===== src/rtl/fib_pkg.sv =====
// Shared types and helpers for the NDN FIB longest-prefix-match table.
// Optional feature macro used by the table: FIB_RR_REPLACE_EN.
package fib_pkg;

   localparam int unsigned FIB_PREFIX_W = 64;
   localparam int unsigned FIB_LEN_W    = 7;
   localparam int unsigned FIB_FACE_W   = 4;
   localparam int unsigned FIB_DEPTH    = 16;
   localparam int unsigned FIB_MAX_W    = 128;

   typedef struct packed {
      logic                    valid;
      logic [FIB_PREFIX_W-1:0] prefix;
      logic [FIB_LEN_W-1:0]    len;
      logic [FIB_FACE_W-1:0]   face;
   } fib_entry_t;

   typedef enum logic [2:0] {
      IDLE,
      LSCAN,
      RESP,
      WSCAN,
      WRITE
   } fib_state_t;

   // Ones in the top 'len' bits of a 'width'-bit field (low-aligned in the result).
   function automatic logic [FIB_MAX_W-1:0] len_to_mask(input int unsigned len,
                                                       input int unsigned width);
      logic [FIB_MAX_W-1:0] m;
      m = '0;
      for (int unsigned i = 0; i < FIB_MAX_W; i++) begin
         m[i] = (i < width) && ((i + len) >= width);
      end
      return m;
   endfunction

   function automatic int unsigned clamp_len(input int unsigned len,
                                             input int unsigned width);
      return (len > width) ? width : len;
   endfunction

endpackage


===== src/rtl/fib_prefix_match.sv =====
// Combinational compare of one stored route against a lookup/write key.
// o_match: route covers the key; o_exact: same (prefix, len).
module fib_prefix_match
   import fib_pkg::*;
#(
   parameter int unsigned PREFIX_W = 64,
   parameter int unsigned LEN_W    = 7
) (
   input  logic                i_e_valid,
   input  logic [PREFIX_W-1:0] i_e_prefix,
   input  logic [LEN_W-1:0]    i_e_len,
   input  logic [PREFIX_W-1:0] i_k_prefix,
   input  logic [LEN_W-1:0]    i_k_len,
   output logic                o_match,
   output logic                o_exact
);

   logic [PREFIX_W-1:0] w_mask;

   always_comb begin
      w_mask  = PREFIX_W'(len_to_mask(32'(i_e_len), PREFIX_W));
      o_match = i_e_valid && (i_e_len <= i_k_len) &&
                (((i_e_prefix ^ i_k_prefix) & w_mask) == '0);
      o_exact = i_e_valid && (i_e_len == i_k_len) && (i_e_prefix == i_k_prefix);
   end

endmodule


===== src/rtl/fib_lpm_table.sv =====
// FIB route table: sequential-scan longest-prefix-match lookup plus insert/update/delete.
// Define FIB_RR_REPLACE_EN to overwrite a round-robin victim when inserting into a full table.
module fib_lpm_table
   import fib_pkg::*;
#(
   parameter int unsigned PREFIX_W = 64,
   parameter int unsigned LEN_W    = 7,
   parameter int unsigned DEPTH    = 16,
   parameter int unsigned FACE_W   = 4
) (
   input  logic                       clk,
   input  logic                       rst,
   input  logic                       lkp_valid,
   output logic                       lkp_ready,
   input  logic [PREFIX_W-1:0]        lkp_prefix,
   input  logic [LEN_W-1:0]           lkp_len,
   output logic                       rsp_valid,
   input  logic                       rsp_ready,
   output logic                       rsp_hit,
   output logic [PREFIX_W-1:0]        rsp_prefix,
   output logic [LEN_W-1:0]           rsp_len,
   output logic [FACE_W-1:0]          rsp_face,
   input  logic                       ins_valid,
   output logic                       ins_ready,
   input  logic                       ins_del,
   input  logic [PREFIX_W-1:0]        ins_prefix,
   input  logic [LEN_W-1:0]           ins_len,
   input  logic [FACE_W-1:0]          ins_face,
   output logic                       ins_done,
   output logic                       ins_err,
   output logic [$clog2(DEPTH+1)-1:0] occupancy
);

   localparam int unsigned IDX_W = $clog2(DEPTH);
   localparam int unsigned OCC_W = $clog2(DEPTH+1);

   fib_state_t r_state, w_next;
   logic       r_live;

   logic                r_valid  [DEPTH];
   logic [PREFIX_W-1:0] r_prefix [DEPTH];
   logic [LEN_W-1:0]    r_len    [DEPTH];
   logic [FACE_W-1:0]   r_face   [DEPTH];

   logic [IDX_W-1:0]    r_idx;
   logic [PREFIX_W-1:0] r_key_prefix;
   logic [LEN_W-1:0]    r_key_len;
   logic [FACE_W-1:0]   r_key_face;
   logic                r_key_del;

   logic                r_best_hit;
   logic [PREFIX_W-1:0] r_best_prefix;
   logic [LEN_W-1:0]    r_best_len;
   logic [FACE_W-1:0]   r_best_face;

   logic                r_exact_found, r_free_found;
   logic [IDX_W-1:0]    r_exact_idx, r_free_idx;

   logic                r_rsp_valid, r_rsp_hit;
   logic [PREFIX_W-1:0] r_rsp_prefix;
   logic [LEN_W-1:0]    r_rsp_len;
   logic [FACE_W-1:0]   r_rsp_face;
   logic [OCC_W-1:0]    r_occ;

   logic                w_last, w_ins_acc, w_lkp_acc, w_match, w_exact;
   logic [LEN_W-1:0]    w_acc_len;
   logic [PREFIX_W-1:0] w_acc_prefix;
   logic                w_do_upd, w_do_fill, w_do_del, w_do_repl, w_err, w_wr_en;
   logic [IDX_W-1:0]    w_wr_idx;

   assign w_last    = (r_idx == IDX_W'(DEPTH-1));
   assign ins_ready = r_live && (r_state == IDLE);
   assign lkp_ready = r_live && (r_state == IDLE) && !ins_valid;
   assign w_ins_acc = ins_valid && ins_ready;
   assign w_lkp_acc = lkp_valid && lkp_ready;

   // Accepted key is normalised once: length clamped, bits below length zeroed.
   assign w_acc_len    = LEN_W'(clamp_len(32'(w_ins_acc ? ins_len : lkp_len), PREFIX_W));
   assign w_acc_prefix = (w_ins_acc ? ins_prefix : lkp_prefix) &
                         PREFIX_W'(len_to_mask(32'(w_acc_len), PREFIX_W));

   fib_prefix_match #(
      .PREFIX_W(PREFIX_W),
      .LEN_W   (LEN_W)
   ) u_match (
      .i_e_valid (r_valid[r_idx]),
      .i_e_prefix(r_prefix[r_idx]),
      .i_e_len   (r_len[r_idx]),
      .i_k_prefix(r_key_prefix),
      .i_k_len   (r_key_len),
      .o_match   (w_match),
      .o_exact   (w_exact)
   );

   assign w_do_upd  = !r_key_del && r_exact_found;
   assign w_do_fill = !r_key_del && !r_exact_found && r_free_found;
   assign w_do_del  = r_key_del && r_exact_found;

`ifdef FIB_RR_REPLACE_EN
   logic [IDX_W-1:0] r_victim;

   assign w_do_repl = !r_key_del && !r_exact_found && !r_free_found;
   assign w_err     = r_key_del && !r_exact_found;
   assign w_wr_idx  = w_do_upd ? r_exact_idx : (w_do_fill ? r_free_idx : r_victim);

   always_ff @(posedge clk or negedge rst) begin
      if (!rst) begin
         r_victim <= '0;
      end else if ((r_state == WRITE) && w_do_repl) begin
         r_victim <= (r_victim == IDX_W'(DEPTH-1)) ? '0 : r_victim + IDX_W'(1);
      end
   end
`else
   assign w_do_repl = 1'b0;
   assign w_err     = r_key_del ? !r_exact_found : (!r_exact_found && !r_free_found);
   assign w_wr_idx  = w_do_upd ? r_exact_idx : r_free_idx;
`endif

   assign w_wr_en = (r_state == WRITE) && (w_do_upd || w_do_fill || w_do_repl);

   always_comb begin
      w_next = r_state;
      case (r_state)
         IDLE:    if (w_ins_acc) w_next = WSCAN;
                  else if (w_lkp_acc) w_next = LSCAN;
         LSCAN:   if (w_last) w_next = RESP;
         RESP:    if (r_rsp_valid && rsp_ready) w_next = IDLE;
         WSCAN:   if (w_last) w_next = WRITE;
         WRITE:   w_next = IDLE;
         default: w_next = IDLE;
      endcase
   end

   always_ff @(posedge clk or negedge rst) begin
      if (!rst) r_state <= IDLE;
      else      r_state <= w_next;
   end

   always_ff @(posedge clk or negedge rst) begin
      if (!rst) begin
         for (int unsigned i = 0; i < DEPTH; i++) r_valid[i] <= 1'b0;
      end else if (r_state == WRITE) begin
         if (w_wr_en)       r_valid[w_wr_idx]    <= 1'b1;
         else if (w_do_del) r_valid[r_exact_idx] <= 1'b0;
      end
   end

   // Route payload needs no reset; only the valid bits define table contents.
   always_ff @(posedge clk) begin
      if (w_wr_en) begin
         r_prefix[w_wr_idx] <= r_key_prefix;
         r_len[w_wr_idx]    <= r_key_len;
         r_face[w_wr_idx]   <= r_key_face;
      end
   end

   always_ff @(posedge clk or negedge rst) begin
      if (!rst) begin
         r_live        <= 1'b0;
         r_idx         <= '0;
         r_key_prefix  <= '0;
         r_key_len     <= '0;
         r_key_face    <= '0;
         r_key_del     <= 1'b0;
         r_best_hit    <= 1'b0;
         r_best_prefix <= '0;
         r_best_len    <= '0;
         r_best_face   <= '0;
         r_exact_found <= 1'b0;
         r_exact_idx   <= '0;
         r_free_found  <= 1'b0;
         r_free_idx    <= '0;
         r_rsp_valid   <= 1'b0;
         r_rsp_hit     <= 1'b0;
         r_rsp_prefix  <= '0;
         r_rsp_len     <= '0;
         r_rsp_face    <= '0;
         r_occ         <= '0;
      end else begin
         r_live <= 1'b1;
         case (r_state)
            IDLE: begin
               if (w_ins_acc || w_lkp_acc) begin
                  r_key_prefix  <= w_acc_prefix;
                  r_key_len     <= w_acc_len;
                  r_key_face    <= ins_face;
                  r_key_del     <= w_ins_acc && ins_del;
                  r_idx         <= '0;
                  r_best_hit    <= 1'b0;
                  r_best_prefix <= '0;
                  r_best_len    <= '0;
                  r_best_face   <= '0;
                  r_exact_found <= 1'b0;
                  r_free_found  <= 1'b0;
               end
            end
            LSCAN: begin
               if (w_match && (!r_best_hit || (r_len[r_idx] > r_best_len))) begin
                  r_best_hit    <= 1'b1;
                  r_best_prefix <= r_prefix[r_idx];
                  r_best_len    <= r_len[r_idx];
                  r_best_face   <= r_face[r_idx];
               end
               r_idx <= w_last ? '0 : r_idx + IDX_W'(1);
            end
            RESP: begin
               if (!r_rsp_valid) begin
                  r_rsp_valid  <= 1'b1;
                  r_rsp_hit    <= r_best_hit;
                  r_rsp_prefix <= r_best_prefix;
                  r_rsp_len    <= r_best_len;
                  r_rsp_face   <= r_best_face;
               end else if (rsp_ready) begin
                  r_rsp_valid  <= 1'b0;
                  r_rsp_hit    <= 1'b0;
                  r_rsp_prefix <= '0;
                  r_rsp_len    <= '0;
                  r_rsp_face   <= '0;
               end
            end
            WSCAN: begin
               if (w_exact && !r_exact_found) begin
                  r_exact_found <= 1'b1;
                  r_exact_idx   <= r_idx;
               end
               if (!r_valid[r_idx] && !r_free_found) begin
                  r_free_found <= 1'b1;
                  r_free_idx   <= r_idx;
               end
               r_idx <= w_last ? '0 : r_idx + IDX_W'(1);
            end
            WRITE: begin
               if (w_do_fill)     r_occ <= r_occ + OCC_W'(1);
               else if (w_do_del) r_occ <= r_occ - OCC_W'(1);
            end
            default: ;
         endcase
      end
   end

   assign rsp_valid  = r_rsp_valid;
   assign rsp_hit    = r_rsp_hit;
   assign rsp_prefix = r_rsp_prefix;
   assign rsp_len    = r_rsp_len;
   assign rsp_face   = r_rsp_face;
   assign ins_done   = (r_state == WRITE);
   assign ins_err    = ins_done && w_err;
   assign occupancy  = r_occ;

endmodule

===== config.mk =====
export PLATFORM = sky130hd
export DESIGN_NAME = fib_lpm_table
export DESIGN_NICKNAME = d
export VERILOG_FILES = /design/src/rtl/fib_pkg.sv /design/src/rtl/fib_prefix_match.sv /design/src/rtl/fib_lpm_table.sv
export SDC_FILE = /design/constraint.sdc
export NUM_CORES = 2
export LEC_CHECK = 0
export ABC_AREA = 1
export BUFFER_PORTS_ARGS = -buffer_cell sky130_fd_sc_hd__buf_2
export CAP_MARGIN = 20
export CORE_ASPECT_RATIO = 0.7
export CORE_UTILIZATION = 45
export CTS_CLUSTER_SIZE = 25
export DETAILED_ROUTE_END_ITERATION = 8
export GPL_TIMING_DRIVEN = 1
export PLACE_DENSITY = 0.69
export SLEW_MARGIN = 20
export SYNTH_ARGS = -nofsm -noshare
export SYNTH_HDL_FRONTEND = slang
export SYNTH_SLANG_ARGS = --single-unit

===== constraint.sdc =====
create_clock -name clk -period 6.5 [get_ports clk]
set_input_delay 0.975 -clock clk [delete_from_list [all_inputs] [get_ports clk]]
set_output_delay 0.975 -clock clk [all_outputs]
set_load 0.02 [all_outputs]

# After elaboration in Yosys (flattened, before gate mapping)

Memory sizes are Yosys's and may differ from the RTL's.
Index checks and enable logic that the tools add are counted.

Register bits after elaboration: 268
RAM bits: 1200
Input bits: 152
Output and inout port bits: 86
Logic and storage cells: 432
Memories kept: 3

Memories:

| memory   | depth | bits a word | rd ports | clocked after Yosys merged registers in | wr ports | line                | source |
|---|---|---|---|---|---|---|---|
| r_prefix | 16    | 64          | 1        | 0                                       | 1        | fib_lpm_table.sv:41 | `logic [PREFIX_W-1:0] r_prefix [DEPTH];` |
| r_len    | 16    | 7           | 1        | 0                                       | 1        | fib_lpm_table.sv:42 | `logic [LEN_W-1:0] r_len [DEPTH];` |
| r_face   | 16    | 4           | 1        | 0                                       | 1        | fib_lpm_table.sv:43 | `logic [FACE_W-1:0] r_face [DEPTH];` |

$add $sub $neg: 129
Order comparisons: 136
Equal/unequal tests: 16
Muxes and demuxes: 52
Bitwise operators: 9
Reductions and logical operators: 50

Operators by type and width:

| kind                | number |
|---|---|
| $ge 32x7->1 const B | 63 |
| $add 6x7->8 const A | 64 |
| $ge 8x7->1 const B  | 63 |
| $mux 64             | 5 |
| $add 5x7->8 const A | 32 |
| $add 4x7->8 const A | 16 |
| $and 64x64->64      | 2 |
| $pmux 64 s2         | 1 |
| $add 3x7->8 const A | 8 |
| $eq 64x64->1        | 1 |
| $logic_not 64->1    | 1 |
| $xor 64x64->64      | 1 |
| $mux 7              | 6 |
| $add 2x7->8 const A | 4 |
| $mux 16             | 2 |
| $mux 4              | 6 |
| $logic_and 1x1->1   | 22 |
| $add 1x7->8 const A | 2 |
| $and 16x16->16      | 1 |
| $not 16->16         | 1 |
| $or 16x16->16       | 1 |
| $pmux 4 s2          | 2 |
| $ge 5x5->1 const B  | 3 |
| $mux 1              | 15 |
| other kinds (32)    | 70 |

# Depth between registers and ports, before layout

Depth after elaboration: 10
Gate-level depth with buffers: 34
Depth with buffers taken out: 29

# Modules after synthesis

From an unflattened synthesis, not the netlist that was laid out.

Cells, all modules: 5305
Area, all modules: 60882.1 um^2

Modules (own cells, without submodules):

| module           | times used | cells each | area each (um^2) | sequential area each (um^2) |
|---|---|---|---|---|
| fib_lpm_table    | 1          | 4837       | 58572.4          | 42741.0 |
| fib_prefix_match | 1          | 468        | 2309.7           | 0.0 |

# Worst setup path before layout

No wires, ideal clock.

Kind: reg2reg
From: reg r_state[1]
To: mem r_face[4][0] (enable)
Setup time: 510 ps
Arrival time: 4740 ps
Required time: 5990 ps
Setup slack: 1250 ps
Cell stages (with the launch flop): 6
Path buffers: 0
Period minus slack after synthesis: 5250 ps
Cells stage by stage: dfrtp_1 > nor3_1 > inv_1 > nor2_1 > nand3_1 > nor2_1

Cells in the longest elaborated chain, start to end: 4

RTL lines:

| item                         | line                 | source |
|---|---|---|
| start: declaration           | fib_lpm_table.sv:37  | `fib_state_t r_state, w_next;` |
| start signal: assignment     | fib_lpm_table.sv:136 | `else r_state <= w_next;` |
| $eq 3x3->1                   | -                    |  |
| via ins_done                 | fib_lpm_table.sv:29  | `output logic ins_done,` |
| $logic_and 1x1->1            | fib_lpm_table.sv:119 | `assign w_wr_en = (r_state == WRITE) && (w_do_upd \|\| w_do_fill \|\| w_do_repl);` |
| $mux 1                       | fib_lpm_table.sv:150 | `if (w_wr_en) begin` |
| $mux 1 (not written as such) | fib_lpm_table.sv:153 | `r_face[w_wr_idx] <= r_key_face;` |
| end: declaration             | fib_lpm_table.sv:43  |  |

The timed path passes the listed nets, and every way through them passes these cells.

# Worst setup path after layout

From: reg r_idx[1]
To: reg r_best_face[0]

Cells in the longest elaborated chain, start to end: 9
Elaborated cells on any way between the ends: 147
Classes of those cells: add/sub (63); order compare (66); eq/ne (1); mux (5); bitwise (3); reduce/logical (6); memory (3)

RTL lines:

| item                                                         | line                                           | source |
|---|---|---|
| start: declaration                                           | fib_lpm_table.sv:45                            | `logic [IDX_W-1:0] r_idx;` |
| start signal: assignment                                     | fib_lpm_table.sv:204                           | `r_idx <= w_last ? '0 : r_idx + IDX_W'(1);` |
| start signal: assignment                                     | fib_lpm_table.sv:230                           | `r_idx <= w_last ? '0 : r_idx + IDX_W'(1);` |
| $mem_v2 16x7 / $not 4->5 (equally long branches)             | -                                              |  |
| $add 1x7->8, or another cell as far along                    | fib_pkg.sv:32                                  | `m[i] = (i < width) && ((i + len) >= width);` |
| $ge 32x7->1 / $mux 1 (equally long branches)                 | fib_pkg.sv:32, fib_lpm_table.sv:86             |  |
| $and 64x64->64 / $mux 1 (equally long branches)              | fib_prefix_match.sv:23, fib_lpm_table.sv:86    |  |
| $logic_not 64->1 / $logic_and 1x1->1 (equally long branches) | fib_prefix_match.sv:23, fib_prefix_match.sv:22 |  |
| $logic_and 1x1->1                                            | fib_prefix_match.sv:22                         | `o_match = i_e_valid && (i_e_len <= i_k_len) &&` |
| $logic_and 1x1->1                                            | fib_lpm_table.sv:198                           | `if (w_match && (!r_best_hit \|\| (r_len[r_idx] > r_best_len))) begin` |
| $ne 2x2->1 (no line)                                         | -                                              |  |
| $reduce_and 3->1 (no line)                                   | -                                              |  |
| end signal: assignment                                       | fib_lpm_table.sv:202                           | `r_best_face <= r_face[r_idx];` |
| end: declaration                                             | fib_lpm_table.sv:54                            | `logic [FACE_W-1:0] r_best_face;` |

Several ways; a longest one is shown, not always the timed one. The select of a mux whose other input is x is not followed.
A chain may end at the register's enable or synchronous reset.

==> metrics.md <==
| Metric | Value |
|---|---|
| Post-Place Worst Slack | 1.475 ns |
| Critical path startpoint category | register |
| Data arrival time of the critical path | 5.87 ns |
| Starting DRT DRC Count | 7577 |
| Antenna violations before repair | 10 |
| DR vias | 46190 |
| Max Freq | 193.4 MHz |
| Kind of critical path | register to register |
| Sink count of the clock tree | 1468 |
| DP HPWL | 120000 um |
| Sequential share of power | 0.380 |
| Setup TNS | 0 ns |
| Count of nets after finishing | 5943 |
| Total nets after synthesis | 5845 |
| Transition at the pin with the smallest max-transition slack | 1.062 ns |
| Slowest cell on crit path | sky130_fd_sc_hd__dfrtp_4 |
| Clk pwr share | 0.231 |
| Buffers on Ports | 237 |
| Utilization after layout | 0.5047 |
| Clock tree skew after final layout | 0.02630 ns |
| Vias in the first global route | 42010 |
| Tcrit/Tclk final | 0.7955 |
| Final Instance Area | 69680 um^2 |
| Cell at the root of the clock tree | sky130_fd_sc_hd__clkbuf_16 |
| Endpoint type of the worst setup path | register |
| First-pass GRT wire length | 290800 um |
| Combinational share of power | 0.390 |
| Number of flops mapped to enable cells by yosys | 1200 |
| Count of final setup violators | 0 |
| Final max-slew violation count | 0 |
| Clock tree from TritonCTS | built |
| Sequential-to-total area share from yosys stat | 0.6826 |
| Total global routing track utilization | 0.2824 |
| Max rail drop VDD | 425.5 uV |
| Detail Route Antenna Nets | 0 |
| NetSw | 0.01491 W |
| Post-Synthesis Cells | 5674 |
| Fraction of layout instances using a drive strength above 1 | 0.09866 |
| Count of state elements after synthesis | 1468 |
| Leftover overflow at the end of global routing | 0 |
| Final wirelength | 202400 um |
| Fraction of registers with async set or reset after synthesis | 0.1826 |
| Resized Gates After CTS | 0 |
| Clock transition at the registers of the reported paths | 0.07 ns |
| Post-CTS Setup Repair Bufs | 0 |
| Final min period | 5.171 ns |
| Std-Cell Rows | 114 |
| Synthesized cell area | 62610 um^2 |
| Clock Path Buffers | 3 |
| # fillers | 12110 |
| Area used by multi-input combinational logic | 17290 um^2 |
| Total clock buffers created by CTS | 133 |
| Most common cell after layout, fill and taps aside | sky130_fd_sc_hd__edfxtp_1 |
| Largest fanout on the critical path | 76 |
| DRC viols | 0 |
| Storage cell area | 42760 um^2 |
| Design internal power | 0.01884 W |
| Max-slew headroom at the worst pin | 0.2902 |
| Number of vias per cell | 5.970 |
| Wirelength per Cell | 26.16 um |
| Sw Ratio | 0.4419 |
| Max-cap violations | 0 |
| CTS Hold Bufs | 0 |
| RSZ-0062 raised after global routing | false |
| Final weighted congestion in routability-driven placement | 1.024 |
| Standby leakage power | 26.52 nW |
| Most instantiated flip-flop cell in the synthesis netlist | sky130_fd_sc_hd__edfxtp_1 |
| Worst-case setup margin in the final layout | 1.329 ns |
| Required arrival time at the worst endpoint | 7.20 ns |
| Outcome | complete, no violations |
| Die Wd | 447.8 um |
| Total I/O pin count | 238 |
| Critical path's most frequent cell | sky130_fd_sc_hd__nand2_1 |
| Latest clock arrival within the worst-skew pair | 0.78 ns |
| Number of distinct library cells after synthesis | 54 |
| DP Area | 65470 um^2 |
| Area added between synthesis and finish | 11.28% |
| Hold Slack | 0.1948 ns |
| Vertical die dimension | 314.1 um |
| Die Area | 140700 um^2 |
| Count of H-tree levels built during CTS | 4 |
| Largest net degree at the start of global routing | 190 |
| Initial Util | 0.4535 |
| Delay of the slowest cell on the worst path | 0.80 ns |
| Mean instance size in the synthesized netlist | 11.04 um^2 |
| Syn. warnings | 0 |
| Worst min-delay path class | primary input to async pin |
| Most used cells in the layout excluding fill and tap cells | sky130_fd_sc_hd__edfxtp_1 (1200), sky130_fd_sc_hd__nand2_1 (943), sky130_fd_sc_hd__nor2_1 (855) |
| Power per standard cell area | 484.4 nW/um^2 |
| Core area | 138100 um^2 |
| Pre-Repair DR Iteration Count | 8 |
| Final Hold Violating Endpoints | 0 |
[power groups by stage]
stage	Clock (W)	Combinational [W]	Sequential, W
floorplan	0	0.00806	0.0123
global placement	0	0.0126	0.0129
detailed placement	0	0.0126	0.0130
CTS	0.00784	0.0127	0.0128
global route	0.00819	0.0140	0.0129
finish	0.00779	0.0132	0.0128
[cell usage after synthesis (all sizes together) (15+ instances only)]
master | number | area share
inv | 252 | 0.015
xor2 | 22 | 0.0031
o221ai | 68 | 0.0095
clkbuf | 147 | 0.0088
nor2 | 877 | 0.053
or2 | 17 | 0.0017
o21ai | 643 | 0.051
mux2i | 15 | 0.0024
a21oi | 46 | 0.0037
nand4 | 87 | 0.0087
nor3 | 22 | 0.0018
o32ai | 18 | 0.0025
buf | 211 | 0.020
ha | 18 | 0.0036
nand2 | 957 | 0.058
dfrtp | 268 | 0.11
o22ai | 28 | 0.0028
o211ai | 172 | 0.021
edfxtp | 1200 | 0.58
nand3 | 540 | 0.043
[final timing paths]
| path | to | slack (ns) | startpoint | cells past startpoint |
|---|---|---|---|---|
| worst max register to register | r_best_face[0] | 1.33 | r_idx[1] | 28 |
| max in group asynchronous | r_key_face[1] | 4.79 | rst | 2 |
| worst min-delay path | r_valid[9] | 0.19 | rst | 1 |
| worst max-delay path | r_best_face[0] | 1.33 | r_idx[1] | 28 |
| worst min register to register | r_best_len[6] | 0.48 | r_best_len[6] | 2 |
| min in group clk | r_key_face[3] | 0.42 | ins_face[3] | 3 |
[metal layers]
layer	vias to the layer above	part of all wire	GRT usage
li1	20260	-	-
met4	14	0.033	0.09859
met3	420	0.13	0.07828
met2	2922	0.42	0.3986
met1	22580	0.41	0.4169
met5	-	0.00053	0
[cell families after synthesis]
kind of cell | after synthesis | synth area share
buf+inv | 616 | 0.04396
xor+xnor | 26 | 0.003637
flops | 1468 | 0.6826
mux | 16 | 0.002578
compound gates | 1020 | 0.09610
other cells | 1 | 0.00005989
simple gates | 2508 | 0.1671
fa+ha+maj | 19 | 0.003917
[registers in the layout, indices dropped and copies added (netlist names), 5 cells and up]
register	count
rsp_len	7
r_best_len	7
r_key_len	7
r_key_prefix	64
r_best_prefix	64
rsp_prefix	64
r_valid	16
r_len	112
occupancy	5
r_face	64
r_prefix	1024
[stage by stage]
stage	total power [W]	instances
global placement	0.02546	7493
floorplan	0.02035	5674
CTS	0.03324	7735
global route	0.03505	7735
finish	0.03375	7736
detailed placement	0.02553	7493
[final cells by class]
cell class,instances,area share
Clock buffer,190,0.05349
Timing Repair Buffer,321,0.03017
Tap cell,1856,0.03333
Sequential cell,1468,0.6136
Inverter,258,0.01426
Clock inverter,52,0.006931
Multi-Input combinational cell,3590,0.2482
Antenna cell,1,0.00003591
[worst max-delay path, delay by kind of cell, from the launching register on]
family,cells,cell delay [ns]
DFF,1,0.80
buffers and inverters,3,1.55
and+or+nand+nor,23,2.01
adders and majority gates,1,0.31
AOI/OAI and AO/OA,1,0.16
(Power assumes the default switching activity.)
